### src/rtl/colisao_pkg.sv
// Screen limits and move-FSM encoding shared by the collision detector and
// the position controller.
package colisao_pkg;

  localparam int monitor_min_x = 1;
  localparam int monitor_max_x = 640;
  localparam int monitor_min_y = 1;
  localparam int monitor_max_y = 480;

  typedef enum logic [1:0] {
    ST_IDLE   = 2'd0,
    ST_EVAL   = 2'd1,
    ST_MOVE   = 2'd2,
    ST_SETTLE = 2'd3
  } move_state_t;

endpackage

### src/rtl/move_objeto_if.sv
// Keyboard, collision-flag and position bundle between the controller and its
// neighbours (keyboard decoder, collision detector, VGA drawing logic).
interface move_objeto_if;
  logic       enable;
  logic       key_up;
  logic       key_down;
  logic       key_left;
  logic       key_right;
  logic       colisao_max_x;
  logic       colisao_min_x;
  logic       colisao_max_y;
  logic       colisao_min_y;
  logic [6:0] tamanho;
  logic [9:0] xPos;
  logic [8:0] yPos;
  logic       moved;
  logic       busy;
  logic       tick_missed;

  modport master (
    output enable, key_up, key_down, key_left, key_right,
    output colisao_max_x, colisao_min_x, colisao_max_y, colisao_min_y, tamanho,
    input  xPos, yPos, moved, busy, tick_missed
  );

  modport slave (
    input  enable, key_up, key_down, key_left, key_right,
    input  colisao_max_x, colisao_min_x, colisao_max_y, colisao_min_y, tamanho,
    output xPos, yPos, moved, busy, tick_missed
  );
endinterface

### src/rtl/move_objeto_divisor_tick.sv
// Free-running movement-tick divider: one-cycle tick every TICK_DIV enabled
// cycles; the count freezes while enable is low.
module divisor_tick #(
  parameter int TICK_DIV = 833333
) (
  input  logic VGA_clk,
  input  logic reset,
  input  logic enable,
  output logic tick
);

  localparam int CW = (TICK_DIV > 2) ? $clog2(TICK_DIV) : 1;

  logic [CW-1:0] cnt;

  always_ff @(posedge VGA_clk or posedge reset) begin
    if (reset) begin
      cnt  <= '0;
      tick <= 1'b0;
    end else if (enable) begin
      if (cnt == CW'(TICK_DIV - 1)) begin
        cnt  <= '0;
        tick <= 1'b1;
      end else begin
        cnt  <= cnt + CW'(1);
        tick <= 1'b0;
      end
    end else begin
      tick <= 1'b0;
    end
  end

endmodule

### src/rtl/move_objeto.sv
// Object position controller: on each movement tick latches the keys, checks
// the detector's blocking flags and steps (xPos, yPos) inside the monitor area.
module move_objeto
  import colisao_pkg::*;
#(
  parameter int TICK_DIV = 833333,
  parameter int STEP     = 2,
  parameter int X_INIT   = 320,
  parameter int Y_INIT   = 240,
  parameter int SETTLE   = 2
) (
  input  logic         VGA_clk,
  input  logic         reset,
  move_objeto_if.slave mo
);

  logic               tick;
  move_state_t        state;
  logic [3:0]         keys_q;        // {up, down, left, right}
  logic signed [1:0]  dx, dy, dx_q, dy_q;
  logic [2:0]         settle_cnt;
  logic [9:0]         x_q;
  logic [8:0]         y_q;
  logic               busy_q, moved_q, missed_q;
  logic [10:0]        hi_x, hi_y, nx, ny;

  divisor_tick #(.TICK_DIV(TICK_DIV)) u_div (
    .VGA_clk (VGA_clk),
    .reset   (reset),
    .enable  (mo.enable),
    .tick    (tick)
  );

  // Step one axis by dir*STEP and saturate into [lo, hi]; lo wins if hi < lo.
  function automatic logic [10:0] clamp_step(input logic [10:0]       pos,
                                             input logic signed [1:0] dir,
                                             input logic [10:0]       lo,
                                             input logic [10:0]       hi);
    logic [10:0] step_w;
    logic [10:0] cand;
    step_w = 11'(STEP);
    if (dir == 2'sd1)       cand = pos + step_w;
    else if (dir == -2'sd1) cand = (pos < lo + step_w) ? lo : pos - step_w;
    else                    cand = pos;
    if (cand > hi) cand = hi;
    if (cand < lo) cand = lo;
    return cand;
  endfunction

  // Screen y grows downward, so "up" heads toward min_y.
  always_comb begin
    dx = 2'sd0;
    dy = 2'sd0;
    if (keys_q[0] && !keys_q[1] && !mo.colisao_max_x)      dx = 2'sd1;
    else if (keys_q[1] && !keys_q[0] && !mo.colisao_min_x) dx = -2'sd1;
    if (keys_q[2] && !keys_q[3] && !mo.colisao_max_y)      dy = 2'sd1;
    else if (keys_q[3] && !keys_q[2] && !mo.colisao_min_y) dy = -2'sd1;
  end

  assign hi_x = 11'(monitor_max_x) - 11'(mo.tamanho);
  assign hi_y = 11'(monitor_max_y) - 11'(mo.tamanho);
  assign nx   = clamp_step({1'b0, x_q}, dx_q, 11'(monitor_min_x), hi_x);
  assign ny   = clamp_step({2'b0, y_q}, dy_q, 11'(monitor_min_y), hi_y);

  always_ff @(posedge VGA_clk or posedge reset) begin
    if (reset) begin
      state      <= ST_IDLE;
      busy_q     <= 1'b0;
      moved_q    <= 1'b0;
      missed_q   <= 1'b0;
      settle_cnt <= '0;
      keys_q     <= '0;
      dx_q       <= 2'sd0;
      dy_q       <= 2'sd0;
      x_q        <= 10'(X_INIT);
      y_q        <= 9'(Y_INIT);
    end else begin
      moved_q  <= 1'b0;
      missed_q <= tick && (state != ST_IDLE);
      case (state)
        ST_IDLE: begin
          if (tick) begin
            keys_q <= {mo.key_up, mo.key_down, mo.key_left, mo.key_right};
            state  <= ST_EVAL;
            busy_q <= 1'b1;
          end
        end
        ST_EVAL: begin
          dx_q <= dx;
          dy_q <= dy;
          if (dx == 2'sd0 && dy == 2'sd0) begin
            state  <= ST_IDLE;
            busy_q <= 1'b0;
          end else begin
            state <= ST_MOVE;
          end
        end
        ST_MOVE: begin
          x_q        <= nx[9:0];
          y_q        <= ny[8:0];
          moved_q    <= (nx != {1'b0, x_q}) || (ny != {2'b0, y_q});
          settle_cnt <= '0;
          state      <= ST_SETTLE;
        end
        ST_SETTLE: begin
          // Hold off the next evaluation until the detector has sampled us.
          if (settle_cnt == 3'(SETTLE - 1)) begin
            state  <= ST_IDLE;
            busy_q <= 1'b0;
          end else begin
            settle_cnt <= settle_cnt + 3'd1;
          end
        end
        default: begin
          state  <= ST_IDLE;
          busy_q <= 1'b0;
        end
      endcase
    end
  end

  assign mo.xPos        = x_q;
  assign mo.yPos        = y_q;
  assign mo.moved       = moved_q;
  assign mo.busy        = busy_q;
  assign mo.tick_missed = missed_q;

endmodule

### src/flat_wrapper.sv
// flat-port wrapper written by rule: the top's interface ports become plain ports
module move_objeto_flat import colisao_pkg::*;
#(
  parameter int TICK_DIV = 833333,
  parameter int STEP     = 2,
  parameter int X_INIT   = 320,
  parameter int Y_INIT   = 240,
  parameter int SETTLE   = 2
)
  (VGA_clk, reset, mo_enable, mo_key_up, mo_key_down, mo_key_left, mo_key_right, mo_colisao_max_x, mo_colisao_min_x, mo_colisao_max_y, mo_colisao_min_y, mo_tamanho, mo_xPos, mo_yPos, mo_moved, mo_busy, mo_tick_missed);
  move_objeto_if mo_i ();
  input  logic VGA_clk;
  input  logic reset;
  input wire logic [$bits(mo_i.enable)-1:0] mo_enable;
  input wire logic [$bits(mo_i.key_up)-1:0] mo_key_up;
  input wire logic [$bits(mo_i.key_down)-1:0] mo_key_down;
  input wire logic [$bits(mo_i.key_left)-1:0] mo_key_left;
  input wire logic [$bits(mo_i.key_right)-1:0] mo_key_right;
  input wire logic [$bits(mo_i.colisao_max_x)-1:0] mo_colisao_max_x;
  input wire logic [$bits(mo_i.colisao_min_x)-1:0] mo_colisao_min_x;
  input wire logic [$bits(mo_i.colisao_max_y)-1:0] mo_colisao_max_y;
  input wire logic [$bits(mo_i.colisao_min_y)-1:0] mo_colisao_min_y;
  input wire logic [$bits(mo_i.tamanho)-1:0] mo_tamanho;
  output wire logic [$bits(mo_i.xPos)-1:0] mo_xPos;
  output wire logic [$bits(mo_i.yPos)-1:0] mo_yPos;
  output wire logic [$bits(mo_i.moved)-1:0] mo_moved;
  output wire logic [$bits(mo_i.busy)-1:0] mo_busy;
  output wire logic [$bits(mo_i.tick_missed)-1:0] mo_tick_missed;
  assign mo_i.enable = mo_enable;
  assign mo_i.key_up = mo_key_up;
  assign mo_i.key_down = mo_key_down;
  assign mo_i.key_left = mo_key_left;
  assign mo_i.key_right = mo_key_right;
  assign mo_i.colisao_max_x = mo_colisao_max_x;
  assign mo_i.colisao_min_x = mo_colisao_min_x;
  assign mo_i.colisao_max_y = mo_colisao_max_y;
  assign mo_i.colisao_min_y = mo_colisao_min_y;
  assign mo_i.tamanho = mo_tamanho;
  assign mo_xPos = mo_i.xPos;
  assign mo_yPos = mo_i.yPos;
  assign mo_moved = mo_i.moved;
  assign mo_busy = mo_i.busy;
  assign mo_tick_missed = mo_i.tick_missed;
  move_objeto #(.TICK_DIV(TICK_DIV), .STEP(STEP), .X_INIT(X_INIT), .Y_INIT(Y_INIT), .SETTLE(SETTLE)) u_core (.VGA_clk(VGA_clk), .reset(reset), .mo(mo_i));
endmodule
### config.mk
export PLATFORM = sky130hd
export DESIGN_NAME = move_objeto_flat
export DESIGN_NICKNAME = d
export VERILOG_FILES = /design/src/rtl/colisao_pkg.sv /design/src/rtl/move_objeto_if.sv /design/src/rtl/move_objeto_divisor_tick.sv /design/src/rtl/move_objeto.sv /design/src/flat_wrapper.sv
export SDC_FILE = /design/constraint.sdc
export NUM_CORES = 1
export LEC_CHECK = 0
export CORE_MARGIN = 2
export CORE_UTILIZATION = 48
export DETAILED_ROUTE_END_ITERATION = 7
export PLACE_DENSITY_LB_ADDON = 0.1
export SLEW_MARGIN = 20
export SYNTH_ARGS = -nofsm -noshare
export SYNTH_HDL_FRONTEND = slang
export SYNTH_HIERARCHICAL = 1
export SYNTH_SLANG_ARGS = --single-unit
### constraint.sdc
create_clock -name VGA_clk -period 12.4 [get_ports VGA_clk]
set_input_delay 1.86 -clock VGA_clk [delete_from_list [all_inputs] [get_ports VGA_clk]]
set_output_delay 1.86 -clock VGA_clk [all_outputs]
set_load 0.03 [all_outputs]
==> impl_metrics.env <==
export IMPL_crit_required_ps=12580
export IMPL_swShare=0.279
export IMPL_start_util=0.495
export IMPL_cts_buffer_depth=2
export IMPL_hold_buffers=0
export IMPL_ant_nets=0
export IMPL_synth_compound_area_frac=0.204
export IMPL_gp_congestion=0.901
export IMPL_max_slew_margin=0.314
export IMPL_power_frac_seq=0.573
export IMPL_dp_hpwl_um=9290
export IMPL_p_sw_w=0.000102
export IMPL_io_pins=40
export IMPL_ys_ff_latch=56
export IMPL_die_area_um2=10900
export IMPL_synthesis_instances=600
export IMPL_grt_pass1_wl_um=21200
export IMPL_syn_nets=644
export IMPL_clock_sinks=56
export IMPL_antenna_found_initial=0
export IMPL_fin_nets=655
export IMPL_hold_viol=0
export IMPL_synth_yosys_seq_area_share=0.291
export IMPL_comb_power_share=0.155
export IMPL_setup_viol=0
export IMPL_die_w_um=104
export IMPL_diodes=0
export IMPL_synth_edf_count=0
export IMPL_vdd_ir_drop_max_v=0.000124
export IMPL_synth_avg_cell_area_um2=8.07
export IMPL_synth_simple_area_share=0.280
export IMPL_worst_setup_path_type="input port to register"
export IMPL_cp_arrival_ps=6460
export IMPL_num_vias=4515
export IMPL_status="finished, final reports clean"
export IMPL_end_kind="register"
export IMPL_maxCapViolations=0
export IMPL_maxSlewViolCount=0
export IMPL_synth_fa_ha_area_frac=0.0672
export IMPL_drc_errors=0
export IMPL_synth_top_family_by_area="simple AND/OR/NAND/NOR gates"
export IMPL_drive_above_1_share=0.0833
export IMPL_whs_ps=499
export IMPL_area_growth_pct=10.3
export IMPL_async_flop_share=1.00
export IMPL_num_fill_cells=930
export IMPL_grt_pass1_vias=4174
export IMPL_tns_ps=0
export IMPL_synth_xor_area_frac=0.0543
export IMPL_syn_area_um2=4840
export IMPL_powerDensity_nw_per_um2=68.5
export IMPL_grt_setup_unrepaired="no"
export IMPL_drt_wl_total_um=12800
export IMPL_post_route_period_util=0.507
export IMPL_core_area_um2=9770
export IMPL_cts_setup_buffers=0
export IMPL_rows=36
export IMPL_clkLatencyLatePin_ps=300
export IMPL_grt_max_degree=39
export IMPL_ys_warnings_count=6
export IMPL_p_leak_nw=2.40
export IMPL_firstDrtPassIters=5
export IMPL_grt_remaining_overflow=0
export IMPL_intPower_w=0.000264
export IMPL_start_kind="input port"
export IMPL_power_share_clock=0.272
export IMPL_hold_class="register to register"
export IMPL_final_min_clock_period_ps=6280
export IMPL_drt_initial_drc_count=396
export IMPL_path_max_fanout=20
export IMPL_power_w=0.000366
export IMPL_ctsResizeCount=0
export IMPL_portBuffers=39
export IMPL_path_clk_slew_ps=90
export IMPL_avgViaCountPerCell=6.06
export IMPL_track_usage=0.237
export IMPL_cts_buffers=5
export IMPL_synth_cell_types=78
export IMPL_cts_max_level=2
export IMPL_worst_slew_pin_slew_ps=1020
export IMPL_fmaxAchievable_ghz=0.159
export IMPL_synth_mux_area_frac=0.0478
export IMPL_finClkSkew_ps=6.55
export IMPL_ys_flop_type="dfrtp_1"
export IMPL_cts_tree="built"
export IMPL_die_h_um=104
export IMPL_root_buffer="clkbuf_8"
export IMPL_post_drt_wl_per_cell_um=17.1
through the flow:
| stage | setup slack, ps | util | instance area, um^2 | std cells |
|---|---|---|---|---|
| 6_report | 6120 | 0.547 | 5340 | 745 |
| 5_1_grt | 5700 | 0.547 | 5340 | 745 |
| 4_1_cts | 6150 | 0.547 | 5340 | 745 |
| 3_5_place_dp | 5830 | 0.537 | 5250 | 737 |
| 3_3_place_gp | 6100 | 0.537 | 5250 | 737 |
| 2_1_floorplan | 7310 | - | 4840 | 600 |
cell usage after synthesis, drive strengths merged, types with 3 or more instances:
cell type  instances  share of area
xor2               9          0.016
nor4               7          0.015
a2bb2oi            3         0.0054
o21ai             56          0.058
nand2b             7         0.0090
dfstp              6          0.033
dfrtp             50           0.26
and3               8          0.010
mux2i             13          0.027
buf                8          0.011
o31ai              5         0.0088
nor3b              8          0.012
o2bb2ai            3         0.0054
clkbuf            29          0.022
nand4             16          0.023
o21a               3         0.0047
and2               4         0.0057
a31oi             11          0.014
inv               30          0.023
a211o              4         0.0072
or3               10          0.014
o221ai             3         0.0054
nor4bb             3         0.0062
ha                26          0.067
nor2b              6         0.0078
mux2               9          0.021
a31o               4         0.0072
o211ai             4         0.0062
or2                4         0.0052
a211oi             6         0.0093
o22ai              3         0.0039
and4               3         0.0054
or4               11          0.019
nor3              15          0.016
nor2              54          0.047
nand2             65          0.050
a21oi             24          0.025
nand3             17          0.018
xnor2             21          0.038
logic make-up after synthesis:
group / count (synthesis)
AND/OR/NAND/NOR: 247
AO/OA/AOI/OAI: 152
buffers and inverters: 67
flip-flops: 56
XOR/XNOR: 30
adder cells (fa/ha/maj): 26
multiplexers: 22
final timing paths:
kind	startpoint	to	slack, ps	cells past startpoint
min	u_core/u_div/cnt[17]	u_core/u_div/cnt[17]	500	1
max	mo_tamanho[0]	u_core/mo.moved	6120	16
min in group asynchronous	reset	u_core/keys_q[2]	1970	3
max reg2reg	u_core/mo.xPos[7]	u_core/mo.moved	7080	15
max in group asynchronous	reset	u_core/u_div/cnt[13]	9880	2
min reg2reg	u_core/u_div/cnt[17]	u_core/u_div/cnt[17]	500	1
registers in the layout, indices dropped and copies added, names as in the netlist, 2 cells and up, named ones only:
name	count
u_core/mo.yPos	9
u_core/settle_cnt	3
u_core/u_div/cnt	20
u_core/dy_q	2
u_core/mo.xPos	10
u_core/dx_q	2
u_core/keys_q	4
critical path, stage by stage:
cell and delay [ps]:
clkdlybuf4s50_1 600, inv_1 150, ha_1 260, nor3b_1 160
xnor2_1 410, inv_1 180, ha_1 330, a211oi_1 200
o21ai_0 120, a2bb2oi_1 150, nor4_1 530, nand2b_1 610
mux2i_1 190, a221oi_1 310, nor4b_1 250, a31oi_1 130
power by group through the flow:
stage	registers (W)	clock network, W	logic [W]
CTS	0.000209	0.000104	0.0000572
global placement	0.000213	0	0.0000556
finish	0.000210	0.0000997	0.0000567
global route	0.000212	0.000111	0.0000653
detailed placement	0.000213	0	0.0000569
floorplan	0.000209	0	0.0000414
metal layers:
| metal | GRT usage | routed length, um | share of wire | vias up |
|---|---|---|---|---|
| met5 | 0 | 0 | 0 | - |
| met4 | 0.0531 | 102 | 0.0080 | 0 |
| met3 | 0.0276 | 916 | 0.072 | 10 |
| met2 | 0.367 | 5670 | 0.44 | 185 |
| met1 | 0.352 | 6080 | 0.48 | 2109 |
| li1 | - | - | - | 2211 |
cell usage in the layout (no fill, tap or decap), types with 4 or more instances in the layout:
master / synthesis / final
clkbuf_8: 0 / 6
nand3_1: 17 / 17
nand2_1: 65 / 65
xnor2_1: 21 / 21
dfstp_2: 6 / 6
nor3_1: 15 / 15
xor2_1: 9 / 9
dfrtp_1: 50 / 50
nor4_1: 4 / 4
and3_1: 8 / 8
nor2_1: 44 / 44
a21oi_1: 24 / 24
a211oi_1: 6 / 6
inv_1: 30 / 30
a31oi_1: 11 / 11
ha_1: 26 / 26
mux2_2: 9 / 9
or4_1: 9 / 9
nor2b_1: 6 / 6
nor3b_1: 8 / 8
o21ai_0: 55 / 55
o211ai_1: 4 / 4
o31ai_1: 4 / 4
nor2_2: 10 / 10
nand4_1: 14 / 14
nand2b_1: 7 / 7
or3_1: 9 / 9
mux2i_1: 13 / 13
clkdlybuf4s50_1: 0 / 39
a211o_1: 4 / 4
layout make-up:
type,count,area [um^2],area share
clock buffer,8,90.1,0.0169
inverter,30,113,0.0211
multi-input combinational,477,3160,0.591
sequential,56,1410,0.264
tap,133,166,0.0311
timing repair buffer,41,405,0.0759
Note: power is estimated with default switching activity, not from simulation.
